### src/rtl/fetch_stage.sv
// Instruction fetch stage: owns the PC, runs the imem request/ack handshake and
// loads the IF/ID register, absorbing stalls, redirects and HALT.
module fetch_stage #(
  parameter logic [15:0] RESET_PC = 16'h0000,
  parameter logic [15:0] PC_INC   = 16'd2
) (
  input  logic        clk,
  input  logic        rst_n,
  input  logic        stall,
  input  logic        redirect,
  input  logic [15:0] redirect_pc,
  output logic        imem_req,
  output logic [15:0] imem_addr,
  input  logic        imem_ack,
  input  logic [15:0] imem_rdata,
  output logic [15:0] if_id_instr,
  output logic [15:0] if_id_pc_inc,
  output logic        if_id_valid,
  output logic [10:0] extend_field,
  output logic        halted
);

  typedef enum logic [1:0] {
    FETCH = 2'd0,
    BUF   = 2'd1,
    DROP  = 2'd2,
    HALT  = 2'd3
  } state_t;

  localparam logic [15:0] NOP_INSTR = 16'h0800;

  state_t      state_q;
  logic [15:0] pc_q;
  logic [15:0] pend_pc_q;
  logic [15:0] buf_instr_q;
  logic [15:0] buf_pc_inc_q;
  logic [15:0] if_id_instr_q;
  logic [15:0] if_id_pc_inc_q;
  logic        if_id_valid_q;
  logic [15:0] pc_inc_d;

  // 16-bit add wraps 16'hFFFE -> 16'h0000 naturally.
  assign pc_inc_d = pc_q + PC_INC;

  always_ff @(posedge clk or negedge rst_n) begin
    if (!rst_n) begin
      state_q        <= FETCH;
      pc_q           <= RESET_PC;
      pend_pc_q      <= 16'h0000;
      buf_instr_q    <= 16'h0000;
      buf_pc_inc_q   <= 16'h0000;
      if_id_instr_q  <= NOP_INSTR;
      if_id_pc_inc_q <= 16'h0000;
      if_id_valid_q  <= 1'b0;
    end else begin
      case (state_q)
        FETCH: begin
          if (redirect) begin
            if_id_valid_q <= 1'b0;
            if (imem_ack) begin
              pc_q <= redirect_pc;
            end else begin
              pend_pc_q <= redirect_pc;
              state_q   <= DROP;
            end
          end else if (imem_ack && !stall) begin
            if_id_instr_q  <= imem_rdata;
            if_id_pc_inc_q <= pc_inc_d;
            if_id_valid_q  <= 1'b1;
            pc_q           <= pc_inc_d;
            state_q        <= (imem_rdata[15:11] == 5'b00000) ? HALT : FETCH;
          end else if (imem_ack) begin
            // ID is stalled: park the word so it is neither lost nor refetched.
            buf_instr_q  <= imem_rdata;
            buf_pc_inc_q <= pc_inc_d;
            pc_q         <= pc_inc_d;
            state_q      <= BUF;
          end else if (!stall) begin
            if_id_valid_q <= 1'b0;
          end
        end
        BUF: begin
          if (redirect) begin
            if_id_valid_q <= 1'b0;
            pc_q          <= redirect_pc;
            state_q       <= FETCH;
          end else if (!stall) begin
            if_id_instr_q  <= buf_instr_q;
            if_id_pc_inc_q <= buf_pc_inc_q;
            if_id_valid_q  <= 1'b1;
            state_q        <= (buf_instr_q[15:11] == 5'b00000) ? HALT : FETCH;
          end
        end
        DROP: begin
          // The in-flight request at the old pc must finish before retargeting.
          if_id_valid_q <= 1'b0;
          if (imem_ack) begin
            pc_q    <= redirect ? redirect_pc : pend_pc_q;
            state_q <= FETCH;
          end else if (redirect) begin
            pend_pc_q <= redirect_pc;
          end
        end
        HALT: begin
          if (redirect) begin
            if_id_valid_q <= 1'b0;
            pc_q          <= redirect_pc;
            state_q       <= FETCH;
          end else if (!stall) begin
            if_id_valid_q <= 1'b0;
          end
        end
        default: state_q <= FETCH;
      endcase
    end
  end

  assign imem_req     = (state_q == FETCH) || (state_q == DROP);
  assign imem_addr    = pc_q;
  assign if_id_instr  = if_id_instr_q;
  assign if_id_pc_inc = if_id_pc_inc_q;
  assign if_id_valid  = if_id_valid_q;
  assign extend_field = if_id_instr_q[10:0];
  assign halted       = (state_q == HALT);

endmodule

### config.mk
export PLATFORM = sky130hd
export DESIGN_NAME = fetch_stage
export DESIGN_NICKNAME = d
export VERILOG_FILES = /design/src/rtl/fetch_stage.sv
export SDC_FILE = /design/constraint.sdc
export NUM_CORES = 1
export LEC_CHECK = 0
export CAP_MARGIN = 40
export CORE_UTILIZATION = 47
export CTS_CLUSTER_DIAMETER = 200
export DETAILED_ROUTE_END_ITERATION = 10
export PLACE_DENSITY = 0.74
export SYNTH_ARGS = -nofsm -noshare
export SYNTH_HDL_FRONTEND = slang
export SYNTH_SLANG_ARGS = --single-unit
### constraint.sdc
create_clock -name clk -period 1.9 [get_ports clk]
set_clock_uncertainty 0.15 [all_clocks]
set_input_delay 0.38 -clock clk [delete_from_list [all_inputs] [get_ports clk]]
set_output_delay 0.38 -clock clk [all_outputs]
set_load 0.01 [all_outputs]
==> metrics.md <==
| Metric | Value |
|---|---|
| Drc violations | 0 |
| Final min period | 1.89 ns |
| Final instance area | 6720 um^2 |
| Main synth FF type | dfrtp_1 |
| Clock share of power | 19.6% |
| Fin. max-slew vios | 0 |
| Layout cells sized above 1 | 20.8% |
| DIE HEIGHT | 104 um |
| H-tree Lvls | 3 |
| Root Driver | clkbuf_8 |
| Die width | 104 um |
| Fmax | 528 MHz |
| Power Total | 7.08 mW |
| Detailed Routing Iterations Pass 1 | 5 |
| Post-synth EDFFs | 0 |
| Final net count | 702 |
| Pleak | 2.99 nW |
| Via density | 5.30 |
| RSZ-0062 raised after global routing | yes |
| CTS tree | built |
| Vias in the first global route | 3928 |
| Largest net degree at the start of global routing | 58 |
| Sequential share of power | 43.5% |
| Remaining Overflow, GRT | 0 |
| # IOs | 99 |
| Worst setup SP type | flop |
| Switching share of power | 33.0% |
| CTS Buf Count | 9 |
| Netlist Area Pre-Place | 4840 um^2 |
| Internal power | 4.75 mW |
| Period utilisation layout | 99.7% |
| Final setup vio count | 0 |
| Initial antenna violation count | 0 |
| Drt total wl | 12000 um |
| WL per Instance | 14.9 um |
| Core Box Area | 9860 um^2 |
| CP Class | reg -> reg |
| Clk pin slew, worst setup/hold paths | 0.10 ns |
| Clk_lat worst skew | 0.37 ns |
| Die area | 10700 um^2 |
| VDD IR-drop max | 0.433 mV |
| Busiest layer in global routing | met2 |
| P&R area growth vs syn | 38.6% |
| Via count | 4252 |
| Sequential-to-total area share from yosys stat | 51.2% |
| Switch Pwr | 2.33 mW |
| Combinational power share | 36.9% |
| Worst Path Buf+Inv | 3 |
| WP data arrival | 2.01 ns |
| Syn Area/Cell | 9.14 um^2 |
| Initial Util | 49.1% |
| Yosys cell types | 52 |
| Post-DP HPWL | 8060 um |
| Top delay family on crit path | buffers and inverters |
| Placer Congestion | 0.840 |
| IO buf count | 98 |
| Highest cell delay on the worst timing path | 0.44 ns |
| Sink Count | 99 |
| Crit. End Element | flop |
| HP Class | reg -> reg |
| Slew @ Worst Pin | 0.345 ns |
| Ant diodes | 0 |
| CP required | 2.01 ns |
| #FFs+latches synth | 99 |
| Worst path cell trace | buf_6 > buf_4 > nor3b_4 > buf_6 > nand2_1 > o21ai_2 > a21oi_1 > o2bb2a_2 |
| Rel. slew slack | 76.8% |
| M3 GR Usage | 4.09% |
| Pwr Density | 1050 nW/um^2 |
| 1st-iter DRT viols | 210 |
| GR Layer Usage met2 | 36.1% |
| Worst-path fanout max | 6 |
| Grt met1 use | 30.9% |
| Number of nets still failing antenna checks after routing | 0 |
| Status | finished, final reports clean |
| Async SR Flop Fraction | 100% |
| Synthesized instance count | 530 |
| Worst path most repeated cell | buf_6 |
| First-pass GRT wire length | 19400 um |
| Max_cap viols | 0 |
| Warnings, synthesis | 0 |
| Final hold vios | 0 |
| Worst-case clock buffer depth | 2 |
| Row count | 36 |
| Total Routing Usage GR | 22.4% |
| Dpl cell area | 6190 um^2 |
| CP max-delay cell | dfrtp_2 |
| Net Count, Synth | 568 |
## sequential cells by signal, summed over array words and instances, names as in the netlist
name and flops:
buf_instr_q 16, buf_pc_inc_q 16, if_id_instr 16, if_id_pc_inc 16, if_id_valid 1, imem_addr 16
pend_pc_q 16, state_q 2
## metrics by stage
stage               TNS, ns  cells  util (%)  hold WS [ns]  setup slack, ns
CTS                       0    791      65.7         0.334         0.000606
global route         -0.245    802      68.1         0.352          -0.0535
global placement     -22.73    764      62.7         0.231           -0.332
floorplan                 0    530         -       -0.0656           0.0394
detailed placement   -26.03    764      62.7         0.235           -0.408
finish                    0    802      68.1         0.330          0.00566
## what timing repair did
action / 4_1_cts / 5_1_grt
pin swaps: 0 / 12
hold buffers: 1 / 0
resized for setup: 23 / 47
setup buffers: 10 / 7
cloned: 0 / 4
setup endpoints to repair: 38 / 50
hold endpoints to repair: 98 / 0
## worst min-delay path, stage by stage, from the launching register on
cell     delay (ns)
dfrtp_1        0.35
nand2_1        0.04
o21ai_0        0.06
## layer usage
layer,wire [um],share of wire [%]
met2,5860,49
met4,151,1.3
met3,812,6.8
met5,0,0
met1,5160,43
## cells in the mapped netlist (all sizes together) (3+ instances only)
| cell | n | area, um^2 |
|---|---|---|
| xor2 | 4 | 35.0 |
| o21ai | 48 | 240 |
| mux2 | 18 | 203 |
| o2bb2a | 6 | 60.1 |
| a21o | 5 | 37.5 |
| a31oi | 19 | 119 |
| xnor2 | 9 | 78.8 |
| nor4 | 5 | 46.3 |
| nand2 | 141 | 532 |
| o211ai | 3 | 27.5 |
| nand3 | 10 | 55.1 |
| buf | 32 | 213 |
| nor2 | 39 | 154 |
| and3 | 7 | 43.8 |
| dfrtp | 98 | 2450 |
| nor3 | 7 | 62.6 |
| clkbuf | 11 | 41.3 |
| inv | 9 | 33.8 |
| a21oi | 30 | 150 |
## path summary, 6_finish.rpt
| check | start | endpoint | slack (ns) | cells after the start |
|---|---|---|---|---|
| max | state_q[0]$_DFFE_PN0P_ | imem_addr[12]$_DFFE_PN0P_ | 0.006 | 8 |
| min | buf_pc_inc_q[3]$_DFFE_PN0P_ | buf_pc_inc_q[3]$_DFFE_PN0P_ | 0.33 | 2 |
| max reg2reg | state_q[0]$_DFFE_PN0P_ | imem_addr[12]$_DFFE_PN0P_ | 0.006 | 8 |
| min reg2reg | buf_pc_inc_q[3]$_DFFE_PN0P_ | buf_pc_inc_q[3]$_DFFE_PN0P_ | 0.33 | 2 |
| max in group asynchronous | rst_n | imem_addr[4]$_DFFE_PN0P_ | 0.91 | 3 |
| min in group asynchronous | rst_n | imem_addr[0]$_DFFE_PN0P_ | 0.36 | 3 |
## layout make-up
cell class | instances | area [um^2]
clock inverter | 7 | 73.8
clock buffer | 9 | 124
inverter | 9 | 33.8
tap | 133 | 166
multi-input combinational | 379 | 2190
timing repair buffer | 166 | 1640
fill | 751 | 3150
sequential | 99 | 2480
## power groups by stage
stage                     combinational [mW]  sequential (mW)  clock, mW
after floorplan                         1.08             3.24          0
after global placement                  2.37             3.13          0
after detailed placement                2.42             3.16          0
after CTS                               2.51             3.08       1.43
after global routing                    2.87             3.16       1.50
final                                   2.62             3.08       1.39
## kinds of logic (layout without fill, tap and decap cells)
kind of cell | after synthesis | in the layout | synth area share (%)
AND/OR/NAND/NOR | 221 | 221 | 20.3
AO/OA/AOI/OAI | 124 | 124 | 15.4
flip-flops | 99 | 99 | 51.2
buffers and inverters | 52 | 191 | 5.94
multiplexers | 20 | 20 | 4.60
XOR/XNOR | 13 | 13 | 2.35
adder cells (fa/ha/maj) | 1 | 1 | 0.258
## placed cells by master (no fill, tap or decap), types with 9 or more instances in the layout
cell type and n:
clkbuf_8 9, dfrtp_1 94, nand3_1 9, o21ai_0 35, nand2_1 137, xnor2_1 9
mux2_1 10, clkdlybuf4s50_1 81, a31oi_1 19, buf_4 51, dlygate4sd2_1 9, nor2_1 35
a21oi_1 25
(Power assumes the default switching activity.)
